### src/rtl/alu_arbiter.sv
// Round-robin arbiter sharing one combinational ALU between two valid/ready requesters.
// Operands are registered toward the ALU, its outputs captured, and the response held until accepted.
module alu_arbiter #(
    parameter int DATA_WIDTH = 32,
    parameter int CTRL_WIDTH = 4
) (
    input  logic                  clk,
    input  logic                  rst,

    input  logic                  req0_valid,
    output logic                  req0_ready,
    input  logic [DATA_WIDTH-1:0] req0_op1,
    input  logic [DATA_WIDTH-1:0] req0_op2,
    input  logic [CTRL_WIDTH-1:0] req0_ctrl,

    input  logic                  req1_valid,
    output logic                  req1_ready,
    input  logic [DATA_WIDTH-1:0] req1_op1,
    input  logic [DATA_WIDTH-1:0] req1_op2,
    input  logic [CTRL_WIDTH-1:0] req1_ctrl,

    output logic                  rsp0_valid,
    input  logic                  rsp0_ready,
    output logic                  rsp1_valid,
    input  logic                  rsp1_ready,
    output logic [DATA_WIDTH-1:0] rsp_result,
    output logic                  rsp_zero,

    output logic [DATA_WIDTH-1:0] alu_op1,
    output logic [DATA_WIDTH-1:0] alu_op2,
    output logic [CTRL_WIDTH-1:0] alu_ctrl,
    input  logic [DATA_WIDTH-1:0] alu_result,
    input  logic                  alu_zero,

    output logic                  busy
);

    // state | meaning
    // IDLE  | arbitrating; the winning requester sees ready
    // EXEC  | operands on the ALU for one cycle; result captured at its end
    // RESP  | response presented to the granted requester until taken
    typedef enum logic [1:0] {
        IDLE = 2'd0,
        EXEC = 2'd1,
        RESP = 2'd2
    } state_t;

    state_t state, state_nxt;
    logic   prio;
    logic   grant;
    logic   winner;
    logic   accept;
    logic   rsp_take;

    // With a single valid requester it wins outright; prio only breaks ties.
    always_comb begin
        winner = req1_valid;
        if (req0_valid && req1_valid) begin
            winner = prio;
        end
    end

    always_comb begin
        req0_ready = 1'b0;
        req1_ready = 1'b0;
        rsp0_valid = 1'b0;
        rsp1_valid = 1'b0;
        busy       = 1'b0;
        if (!rst) begin
            req0_ready = (state == IDLE) && req0_valid && !winner;
            req1_ready = (state == IDLE) && req1_valid &&  winner;
            rsp0_valid = (state == RESP) && !grant;
            rsp1_valid = (state == RESP) &&  grant;
            busy       = (state != IDLE);
        end
    end

    assign accept   = req0_ready || req1_ready;
    assign rsp_take = grant ? rsp1_ready : rsp0_ready;

    always_comb begin
        state_nxt = state;
        case (state)
            IDLE:    if (accept) state_nxt = EXEC;
            EXEC:    state_nxt = RESP;
            RESP:    if (rsp_take) state_nxt = IDLE;
            default: state_nxt = IDLE;
        endcase
    end

    always_ff @(posedge clk) begin
        if (rst) begin
            state      <= IDLE;
            prio       <= 1'b0;
            grant      <= 1'b0;
            alu_op1    <= '0;
            alu_op2    <= '0;
            alu_ctrl   <= '0;
            rsp_result <= '0;
            rsp_zero   <= 1'b0;
        end else begin
            state <= state_nxt;
            if (accept) begin
                alu_op1  <= winner ? req1_op1  : req0_op1;
                alu_op2  <= winner ? req1_op2  : req0_op2;
                alu_ctrl <= winner ? req1_ctrl : req0_ctrl;
                grant    <= winner;
                prio     <= ~winner;
            end
            if (state == EXEC) begin
                rsp_result <= alu_result;
                rsp_zero   <= alu_zero;
            end
        end
    end

endmodule

### config.mk
export PLATFORM = sky130hd
export DESIGN_NAME = alu_arbiter
export DESIGN_NICKNAME = d
export VERILOG_FILES = /design/src/rtl/alu_arbiter.sv
export SDC_FILE = /design/constraint.sdc
export NUM_CORES = 1
export LEC_CHECK = 0
export BUFFER_PORTS_ARGS = -buffer_cell sky130_fd_sc_hd__buf_2
export CAP_MARGIN = 20
export CORE_AREA = 3 3 107 109
export DETAILED_ROUTE_END_ITERATION = 10
export DIE_AREA = 0 0 110 112
export PLACE_DENSITY = 0.78
export SLEW_MARGIN = 10
export SYNTH_ARGS = -nofsm -noshare
export SYNTH_HDL_FRONTEND = slang
export SYNTH_SLANG_ARGS = --single-unit
export TNS_END_PERCENT = 50
### constraint.sdc
create_clock -name clk -period 1.73 [get_ports clk]
set_input_delay 0.173 -clock clk [delete_from_list [all_inputs] [get_ports clk]]
set_output_delay 0.173 -clock clk [all_outputs]
set_load 0.02 [all_outputs]
; After elaboration in Yosys (flattened, before gate mapping)
; Index checks and enable logic that the tools add are counted.
[totals]
reg_bits = 105
in_bits = 175
output_inout_bits = 106
word_cells = 39
[op_classes]
n_eq_ne = 4
muxes = 13
bitwise = 1
reduce_logical = 13
[op_table]
columns = cell, count
row1 = 2-to-1 mux 32 bit, 2
row2 = logical AND 1 bit, 7
row3 = 2-to-1 mux 1 bit, 7
row4 = one-hot mux 2 bit (3 select lines), 1
row5 = 2-to-1 mux 2 bit, 2
row6 = 2-to-1 mux 4 bit, 1
row7 = != test 2 bit (second input constant), 2
row8 = == test 2 x 1 -> 1 bit (second input constant), 1
row9 = == test 2 bit (second input constant), 1
row10 = logical NOT 1 bit, 2
row11 = logical NOT 2 bit, 1
row12 = AND reduction 2 bit, 1
row13 = nonzero test 2 bit, 1
row14 = logical OR 1 bit, 1
row15 = NOT 1 bit, 1

; Depth between registers and ports, before layout
; Gate-level depths: netlist of the first run.
[logic_depth]
depth_word = 8
mapped_depth = 6
depth_no_buf = 3

; Least setup slack after synthesis of the first run
; No wires, ideal clock.
[synth_timing]
kind = register to register
start = reg state[1]
end = reg alu_op2[18]
setup_time_ns = 0.061
arrival_time_ns = 1.718
required_time_ns = 1.669
path_slack_ns = -0.049
path_stages_with_launch = 6
n_path_buf = 2
period_less_slack_ns = 1.779
path_cell_list = dfxtp_1 or3b_1 buf_2 buf_6 nor3_1 a221o_1
[synth_via]
elab_chain_len = 5
word_cells_on_any_way = 8
cone_classes = mux (2) / reduce/logical (6)
[synth_lines]
columns = item, line
row1 = start: declaration, 48  ; state_t state, state_nxt;
row2 = start signal: assignment, 102  ; state <= state_nxt;
row3 = logical NOT 2 bit, 71  ; req1_ready = (state == IDLE) && req1_valid && winner;
row4 = logical AND 1 bit (2 in series), 71
row5 = 2-to-1 mux 1 bit, 69  ; if (!rst) begin
row6 = net req1_ready, 17  ; output logic req1_ready,
row7 = logical OR 1 bit, 78  ; assign accept = req0_ready || req1_ready;
row8 = end signal: assignment, 105  ; alu_op2 <= winner ? req1_op2 : req0_op2;
row9 = end: declaration, 30  ; output logic [DATA_WIDTH-1:0] alu_op2,
; The timed path passes the listed nets, and every way through them passes these cells.
; A chain may end at the register's enable or synchronous reset.

; Final worst setup path of the first run
[layout_timing]
start = reg state[1]
end = out req1_ready
[layout_via]
elab_chain_len = 4
[layout_lines]
columns = item, line
row1 = logical NOT 2 bit, 71
row2 = logical AND 1 bit (2 in series), 71
row3 = 2-to-1 mux 1 bit, 69
row4 = end: declaration, 17
; No other way between the ends.

==> results.tsv, run 1 <==
metric	value	unit
highest-delay cell along the critical path	sky130_fd_sc_hd__or3b_4	
number of pins exceeding their max-slew limit in the final report	0	
CP Launch Point	state[1]$_SDFFE_PP0P_	
Netlist Area Pre-Place	4192	um2
total gr overflow	0	
Cells after Synth	418	
WS Path Type	reg2out	
area of placed instances	5743	um2
Die W	110	um
final setup slack of the worst path	-58.28	ps
placer's final routability congestion estimate	0.7928	
maximum number of pins on one net before global-route repair	63	
unrepaired setup endpoints after global routing	yes	
share of the clock period used by the worst path after layout	103.4	%
leading post-synthesis cells by instance count	sky130_fd_sc_hd__dfxtp_1, sky130_fd_sc_hd__nand2_1, sky130_fd_sc_hd__a221o_1, sky130_fd_sc_hd__nor4b_1, sky130_fd_sc_hd__a21oi_1	
Met3 Routed Length	1.463	mm
cell chosen for the clock root	sky130_fd_sc_hd__clkbuf_8	
leading cell types by total area after synthesis	sky130_fd_sc_hd__dfxtp_1, sky130_fd_sc_hd__a221o_1, sky130_fd_sc_hd__nor4b_1	
Critical Path, Cell by Cell	or3b_4, buf_12, nor3_4, buf_6	
mean instance size in the synthesized netlist	10.03	um2
CP delay by family, top	simple AND/OR/NAND/NOR gates	
signed area change from the synthesized netlist to the final layout	47.07	%
Slew HR	73.55	%
number of search-and-repair iterations in the first detailed-routing pass	5	
wire length per cell	18.06	um
Ys Warns	0	
failing checks	setup timing	
deepest clock path buffer count	2	
worst-case vdd ir drop	487.8	uV
arrival time of data at the critical path endpoint	1620	ps
final net count	855	
Final ANT Viol Nets	0	
result of the run	finished, violations left	
cell area after layout	6165	um2
residual DRC count	0	
highest routed metal layer	met4	
vias per cell	5.541	
Critical Path Start Type	register	
Die Footprint	12320	um2
critical path required time	1560	ps
Clock Skews	11.49	ps
slew at the pin closest to its max-slew limit	395.8	ps
reported max-cap violation count	0	
worst reg2reg path startpoint	state[1]$_SDFFE_PP0P_	
HP Class	in2reg	
net switching power	0.001827	W
max frequency	559.2	MHz
metal2 WL	7.381	mm
async set-reset flop share out of synthesis	0	%
maximum fanout count along the critical path	9	
cell area power density	987.0	nW/um2
vias	4571	
overall power	0.006085	W
routed length on met1	5.843	mm
row count	38	
Finish-stage setup viols	1	
Vert. Die Dim	112	um
Post-Syn Nets	593	
share of the yosys chip area belonging to registers	50.15	%
TritonCTS clock tree	done	
minimum setup slack after placement	36.49	ps
Std-Cell Core Area	10700	um2
Min-Delay Startpoint	req0_op2[11]	
Inserted Diodes	0	
Bufs and invs on worst path	2	
Initial Utilization	39.18	%
proportion of power drawn by flip-flops and latches	45.8	%
area share of the largest cell type after synthesis	50.15	%
final cell utilization of the core	57.63	%
Final Critical Period	1788	ps
Slowest Stage Delay on Critical Path	440	ps
flip-flop cell with the highest count after synthesis	sky130_fd_sc_hd__dfxtp_1	
register clock-pin slew on the reported worst setup and hold paths	100	ps
Tot GR Track Use	22.55	%
Cell Count Post-Placement	802	
deepest level of the CTS H-tree	3	
I/O pins	281	
clock network fraction of total power	29.3	%
Worst setup EP type	output port	
count of flip-flops with a built-in enable after synthesis	0	
internal portion of total power	0.004258	W
Gate power share	24.9	%
flip-flop and latch count after synthesis	105	
total clock buffers created by CTS	9	
net switching fraction of the power	30.03	%
leakage power summed over all cells	2.846	nW
Detail Placement HPWL	10.27	mm
post-synth top area cell	sky130_fd_sc_hd__dfxtp_1	
count of hold buffers inserted by post-cts repair	0	
global-route wire length before repair	22.04	mm
leading cell type by number of instances after synthesis	sky130_fd_sc_hd__dfxtp_1	
CTS sink cnt	105	
final hold violations	0	
share of final-layout standard cells stronger than drive strength 1	49.05	%
antenna violations before repair	0	
Skew-Pair Late Insertion Delay	360	ps
violation count after the first detailed-routing iteration	390	
unique cell type count in the Yosys netlist	26	
vias in the first global route	4515	
non-filler instance count after layout	825	
aggregate routed wire length	14.90	mm
total of buffers placed on input and output ports	280	
## flip-flops by register name, indices dropped and copies added (netlist names)
signal and cells:
alu_ctrl 4, rsp_result 32, rsp_zero 1, prio 1
grant 1, alu_op2 32, alu_op1 32, state 2
## timing repair
| action | 4_1_cts | 5_1_grt |
|---|---|---|
| cloned | 1 | 1 |
| setup buffers | 1 | 4 |
| resized for setup | 6 | 13 |
| setup endpoints to repair | 2 | 4 |
| pin swaps | 2 | 1 |
## power groups by stage
stage                     Clock [W]  Sequential (W)  Combinational, W
after floorplan                   0         0.00310          0.000559
after global placement            0         0.00283           0.00139
after detailed placement          0         0.00283           0.00144
after CTS                   0.00181         0.00279           0.00147
after global routing        0.00190         0.00281           0.00163
final                       0.00178         0.00279           0.00152
## worst paths after layout
kind	endpoint	cells after the start	slack, ps
min	alu_op2[11]$_SDFFE_PP0P_	2	30
min reg2reg	rsp_result[1]$_SDFFE_PP0N_	2	450
max	req1_ready	4	-60
max reg2reg	alu_op2[11]$_SDFFE_PP0P_	5	60
## per-layer routing
layer | global-route usage, % | up-vias
met1 | 26.62 | 2168
met4 | 7.731 | 0
met2 | 39.60 | 255
met3 | 5.043 | 16
met5 | 0 | -
li1 | - | 2132
## kinds of logic after synthesis
family | share of synthesized area (%)
AND/OR/NAND/NOR | 23.07
AO/OA/AOI/OAI | 20.72
multiplexers | 0.2388
flip-flops | 50.15
buffers and inverters | 5.821
## worst reg2reg max path: stages, from the launching register on
cell and delay [ps]:
sky130_fd_sc_hd__dfxtp_4 380, sky130_fd_sc_hd__or3b_4 440, sky130_fd_sc_hd__buf_4 160, sky130_fd_sc_hd__clkbuf_16 180, sky130_fd_sc_hd__nor4b_1 320, sky130_fd_sc_hd__a221o_1 160
## metrics by stage
stage	setup TNS (ps)	hold slack, ps
floorplan	0	309.0
global placement	0	396.4
detailed placement	0	403.4
CTS	-115.4	9.013
global route	-135.4	15.64
finish	-58.28	27.47
## layout by cell type (no fill, tap or decap), drive strengths merged, types with 2 or more instances in the layout
master / n
buf: 299
dfxtp: 105
nand2: 67
a221o: 66
nor4b: 66
a21oi: 38
clkbuf: 12
nor3: 6
nor2: 4
bufinv: 3
or3b: 2
nand2b: 2
nor4: 2
nor2b: 2
clkinv: 2
## area by class of cell
class,count,area [um2]
Sequential cell,105,2107
Clock inverter,5,103.9
Timing Repair Buffer,301,1688
Clock buffer,11,131.4
Tap cell,140,175.2
Inverter,1,3.754
Fill cell,934,4533
Multi-Input combinational cell,262,1956
Note: power is estimated with default switching activity, not from simulation.
==> inputs of run 2 (changes only) <==
Settings changed: CORE_AREA 3 3 107 109 to 3 3 109 111, CTS_BUF_LIST set to sky130_fd_sc_hd__clkbuf_8, DIE_AREA 0 0 110 112 to 0 0 112 114, PLACE_DENSITY 0.78 to 0.75, SETUP_SLACK_MARGIN set to 0.02.
==> results.tsv, run 2 (synthesis results as in run 1) <==
metric	value	unit	change
final hold violations	0		unchanged
TritonCTS clock tree	done		
share of final-layout standard cells stronger than drive strength 1	49.49	%	+0.44 points
result of the run	finished clean		
Critical Path, Cell by Cell	or3b_4, buf_12, nor3_4, buf_6		
Final ANT Viol Nets	0		unchanged
Die Footprint	12770	um2	+3.6%
wire length per cell	17.72	um	-1.9%
final net count	859		+0.47%
CTS sink cnt	105		unchanged
registers with the most flip-flops	alu_op1 x32, alu_op2 x32, rsp_result x32		
worst-case vdd ir drop	510.9	uV	+4.7%
unrepaired setup endpoints after global routing	yes		
vias in the first global route	4477		-0.84%
Std-Cell Core Area	10890	um2	+1.8%
vias	4487		-1.8%
share of the clock period used by the worst path after layout	98.82	%	-4.6 points
most common cell after layout, fill and taps aside	sky130_fd_sc_hd__buf_2		
arrival time of data at the critical path endpoint	1540	ps	-80 ps
final setup slack of the worst path	20.46	ps	+78.75 ps
vias per cell	5.413		-2.3%
Tot GR Track Use	21.77	%	-0.78 points
Worst setup EP type	output port		
number of pins exceeding their max-slew limit in the final report	0		unchanged
Initial Utilization	38.50	%	-0.68 points
cell chosen for the clock root	sky130_fd_sc_hd__clkbuf_8		
worst setup path endpoint	req1_ready		
Bufs and invs on worst path	2		unchanged
commonest cells after routing, fill and taps aside	sky130_fd_sc_hd__buf_2, sky130_fd_sc_hd__dfxtp_1, sky130_fd_sc_hd__nand2_1		
deepest clock path buffer count	2		unchanged
placer's final routability congestion estimate	0.8814		+11%
metal2 WL	7.336	mm	-0.61%
maximum fanout count along the critical path	8		-1
Inserted Diodes	0		unchanged
I/O pins	281		unchanged
number of search-and-repair iterations in the first detailed-routing pass	4		-1
fill cell total of the finished layout	972		+4.1%
violation count after the first detailed-routing iteration	285		-27%
highest routed metal layer	met5		
global-route wire length before repair	22.47	mm	+1.9%
Reg-to-Reg End	alu_op1[0]$_SDFFE_PP0P_		
Final Critical Period	1710	ps	-78.75 ps
Slowest Stage Delay on Critical Path	410	ps	-30 ps
Die W	112	um	+1.8%
cell area power density	925.0	nW/um2	-6.3%
worst reg2reg path startpoint	state[0]$_SDFFE_PP0P_		
total of buffers placed on input and output ports	280		unchanged
Met3 Routed Length	1.444	mm	-1.3%
CP delay by family, top	simple AND/OR/NAND/NOR gates		
critical path required time	1560	ps	about the same
cell area after layout	6140	um2	-0.41%
CP Launch Point	state[0]$_SDFFE_PP0P_		
leakage power summed over all cells	2.852	nW	+0.21%
path length in cells of the critical path	4		unchanged
total clock buffers created by CTS	9		unchanged
Detail Placement HPWL	10.44	mm	+1.7%
max frequency	585.0	MHz	+4.6%
highest-delay cell along the critical path	sky130_fd_sc_hd__or3b_4		
R2R Setup Slk	30	ps	-30 ps
row count	38		unchanged
reported max-cap violation count	0		unchanged
minimum setup slack after placement	112.3	ps	+75.83 ps
Critical Path Start Type	register		
signed area change from the synthesized netlist to the final layout	46.48	%	
Finish-stage setup viols	0		-1
WS Path Type	reg2out		
area of placed instances	5781	um2	+0.65%
Vert. Die Dim	114	um	+1.8%
residual DRC count	0		unchanged
slew at the pin closest to its max-slew limit	465.0	ps	+69.19 ps
routed length on met1	5.659	mm	-3.1%
total gr overflow	0		unchanged
Slew HR	68.93	%	-4.6 points
depth of the worst register-to-register path	5		unchanged
Clock Skews	17.37	ps	+5.880 ps
final total negative setup slack	0	ps	+58.28 ps
area taken by multi-input logic gates	1962	um2	+0.32%
antenna violations before repair	1		+1
aggregate routed wire length	14.69	mm	-1.4%
HP Class	in2reg		
maximum number of pins on one net before global-route repair	57		-9.5%
sequential cell area	2103	um2	-0.18%
Skew-Pair Late Insertion Delay	360	ps	about the same
deepest level of the CTS H-tree	3		unchanged
register clock-pin slew on the reported worst setup and hold paths	100	ps	about the same
## run 2: final cells by class
class | count | share of cell area (%)
inverter | 1 | 0.06114
clock buffer | 10 | 2.242
multi-input combinational | 262 | 31.95
timing repair buffer | 305 | 28.06
clock inverter | 6 | 0.5706
sequential | 105 | 34.26
tap | 140 | 2.853
## run 2: where the power goes
group | switching [W] | internal [W]
sequential | 0.000132 | 0.00265
clock | 0.000804 | 0.000553
combinational | 0.000877 | 0.000661
## run 2: worst min path at each step
stage / to / cells past startpoint / startpoint
final: alu_op2[8]$_SDFFE_PP0P_ / 2 / req0_op2[8]
after global routing: alu_op1[25]$_SDFFE_PP0P_ / 2 / req0_op1[25]
after CTS: alu_op2[4]$_SDFFE_PP0P_ / 2 / req0_op2[4]
after detailed placement: alu_op1[26]$_SDFFE_PP0P_ / 2 / req0_op1[26]
after global placement: alu_op2[24]$_SDFFE_PP0P_ / 2 / req0_op2[24]
after floorplan: rsp_result[0]$_SDFFE_PP0N_ / 2 / alu_result[0]
## run 2: layer usage
layer	up-vias	track usage (%)
met4	2	6.170
met1	2085	25.04
met3	18	7.162
met2	245	38.81
li1	2137	-
met5	-	0
## run 2: per-stage QoR
stage               instances  power [W]  util (%)  hold WS (ps)
CTS                       826   0.005692     55.39         3.917
global placement          807   0.004251     53.09         396.0
floorplan                 418   0.003658         -         309.0
global route              829   0.005951     56.39         10.02
detailed placement        807   0.004285     53.09         400.9
finish                    829   0.005679     56.39         22.35
## run 2: timing repair
action	4_1_cts	5_1_grt
resized for setup	2	15
hold buffers	0	0
setup endpoints to repair	2	2
pin swaps	1	1
setup buffers	1	3
cloned	2	0
==> inputs of run 3 (changes only) <==
Settings changed: SETUP_SLACK_MARGIN 0.02 to 0.2.
==> results.tsv, run 3 (synthesis results as in run 1) <==
metric	value	unit	change
worst-case vdd ir drop	500.2	uV	-2.1%
I/O pins	281		unchanged
Critical Path Start Type	register		
unrepaired setup endpoints after global routing	yes		
vias in the first global route	4520		+0.96%
capture endpoint of the worst hold path	alu_op2[8]$_SDFFE_PP0P_		
total clock buffers created by CTS	9		unchanged
placer's final routability congestion estimate	0.8677		-1.6%
total gr overflow	0		unchanged
maximum number of pins on one net before global-route repair	59		+3.5%
Tot GR Track Use	21.66	%	-0.10 points
Die Footprint	12770	um2	unchanged
net switching power	0.001898	W	+4.7%
routed length on met1	5.786	mm	+2.2%
cell area power density	897.0	nW/um2	-3.0%
Final ANT Viol Nets	0		unchanged
register clock-pin slew on the reported worst setup and hold paths	100	ps	about the same
Met3 Routed Length	1.534	mm	+6.2%
reported max-cap violation count	0		unchanged
registers with the most flip-flops	alu_op1 x32, alu_op2 x32, rsp_result x32		
row count	38		unchanged
WS Path Type	reg2reg		
Detail Placement HPWL	10.50	mm	+0.57%
metal2 WL	8.082	mm	+10%
global-route wire length before repair	22.54	mm	+0.34%
Critical Path, Cell by Cell	or3b_4, buf_4, clkbuf_16, nor4b_2, a221o_1		
overall power	0.005913	W	+4.1%
max frequency	581.1	MHz	-0.65%
Skew-Pair Late Insertion Delay	350	ps	about the same
final hold violations	0		unchanged
depth of the worst register-to-register path	5		unchanged
residual DRC count	0		unchanged
worst hold slack	37.27	ps	+14.92 ps
internal portion of total power	0.004016	W	+3.9%
area of placed instances	5759	um2	-0.37%
number of search-and-repair iterations in the first detailed-routing pass	4		unchanged
Bufs and invs on worst path	2		unchanged
maximum fanout count along the critical path	10		+2
Gate power share	28.3	%	+1.2 points
Final Critical Period	1721	ps	+11.22 ps
commonest cells after routing, fill and taps aside	sky130_fd_sc_hd__buf_2, sky130_fd_sc_hd__dfxtp_1, sky130_fd_sc_hd__nand2_1		
Finish-stage setup viols	0		unchanged
count of hold buffers inserted by post-cts repair	0		unchanged
CP delay by family, top	simple AND/OR/NAND/NOR gates		
aggregate routed wire length	15.85	mm	+7.9%
most common cell after layout, fill and taps aside	sky130_fd_sc_hd__buf_2		
proportion of power drawn by flip-flops and latches	47.1	%	-1.9 points
arrival time of data at the critical path endpoint	2010	ps	+470 ps
cell chosen for the clock root	sky130_fd_sc_hd__clkbuf_8		
vias	4575		+2.0%
number of pins exceeding their max-slew limit in the final report	0		unchanged
TritonCTS clock tree	done		
HP Class	in2reg		
Initial Utilization	38.50	%	unchanged
Worst setup EP type	register		
Die W	112	um	unchanged
signed area change from the synthesized netlist to the final layout	57.28	%	
R2R Setup Slk	9	ps	-20 ps
final net count	860		+0.12%
leakage power summed over all cells	3.026	nW	+6.1%
critical path required time	2020	ps	+460 ps
total of buffers placed on input and output ports	280		unchanged
antenna violations before repair	3		+2
slew at the pin closest to its max-slew limit	442.1	ps	-22.94 ps
cell area after layout	6593	um2	+7.4%
share of final-layout standard cells stronger than drive strength 1	54.20	%	+4.7 points
Min-Delay Startpoint	req0_op2[8]		
violation count after the first detailed-routing iteration	299		+4.9%
deepest level of the CTS H-tree	3		unchanged
final cell utilization of the core	60.55	%	+4.2 points
Std-Cell Core Area	10890	um2	unchanged
CTS sink cnt	105		unchanged
share of the clock period used by the worst path after layout	99.47	%	+0.65 points
wire length per cell	19.05	um	+7.5%
Clock Skews	10.76	ps	-6.604 ps
cell depth of the worst hold path	2		unchanged
path length in cells of the critical path	5		+1
clock network fraction of total power	24.5	%	+0.6 points
net switching fraction of the power	32.09	%	+0.17 points
highest routed metal layer	met5		
worst reg2reg path startpoint	state[0]$_SDFFE_PP0P_		
Vert. Die Dim	114	um	unchanged
Slowest Stage Delay on Critical Path	440	ps	+30 ps
result of the run	finished clean		
vias per cell	5.499		+1.6%
Reg-to-Reg End	alu_op1[10]$_SDFFE_PP0P_		
Slew HR	70.53	%	+1.6 points
deepest clock path buffer count	2		unchanged
highest-delay cell along the critical path	sky130_fd_sc_hd__or3b_4		
==> run 3: cell types whose count changed in the layout (fill, tap and decap cells not counted), sizes merged <==
cell / change
buf: -1
diode: +2
clkbuf: +3
inv: +1
bufinv: +1
bufbuf: -2
clkinv: -1
==> run 3: layout make-up <==
cell class              count  area [um2]
clock inverters             7       63.81
repair buffers            306        1757
clock buffers               9       123.9
diodes                      2       5.005
well taps                 140       175.2
inverters                   1       3.754
fillers                   879        4295
flip-flops and latches    105        2105
multi-input cells         262        2360
==> run 3: how the worst max path moves through the flow <==
stage                     slack (ps)                   from                  endpoint
after floorplan                  190  state[1]$_SDFFE_PP0P_  alu_op2[18]$_SDFFE_PP0P_
after global placement           100  state[1]$_SDFFE_PP0P_  alu_op2[30]$_SDFFE_PP0P_
after detailed placement          20  state[1]$_SDFFE_PP0P_   alu_op1[3]$_SDFFE_PP0P_
after CTS                         80  state[0]$_SDFFE_PP0P_                req1_ready
after global routing              -2  state[0]$_SDFFE_PP0P_  alu_op1[10]$_SDFFE_PP0P_
final                              9  state[0]$_SDFFE_PP0P_  alu_op1[10]$_SDFFE_PP0P_
==> run 3: timing repair <==
item | in CTS | in global routing
setup endpoints to repair | 68 | 71
pin swaps | 3 | 0
setup buffers | 4 | 0
gates cloned | 0 | 5
resized for setup | 38 | 40
==> run 3: stage by stage <==
| step | TNS, ps | worst slack (ps) | cells |
|---|---|---|---|
| 2_1_floorplan | 0 | 188.0 | 418 |
| 3_3_place_gp | 0 | 99.99 | 805 |
| 3_5_place_dp | 0 | 22.67 | 805 |
| 4_1_cts | 0 | 83.82 | 825 |
| 5_1_grt | -1.892 | -1.892 | 832 |
| 6_report | 0 | 9.245 | 832 |
==> run 3: power groups by stage <==
stage          logic (W)  clock network, W  registers (W)
2_1_floorplan   0.000560                 0        0.00310
3_3_place_gp     0.00141                 0        0.00283
3_5_place_dp     0.00144                 0        0.00283
4_1_cts          0.00152           0.00150        0.00278
5_1_grt          0.00179           0.00159        0.00282
6_report         0.00168           0.00145        0.00279
==> run 3: worst reg2reg max path, stage by stage, from the launching register on <==
cell,delay [ps]
sky130_fd_sc_hd__dfxtp_2,330
sky130_fd_sc_hd__or3b_4,440
sky130_fd_sc_hd__buf_4,200
sky130_fd_sc_hd__clkbuf_16,190
sky130_fd_sc_hd__nor4b_2,320
sky130_fd_sc_hd__a221o_1,180
==> run 3: per-layer routing <==
layer / vias up / GRT usage [%]
li1: 2146 / -
met1: 2139 / 25.50
met2: 253 / 37.77
met3: 35 / 5.729
met4: 2 / 8.574
met5: - / 0
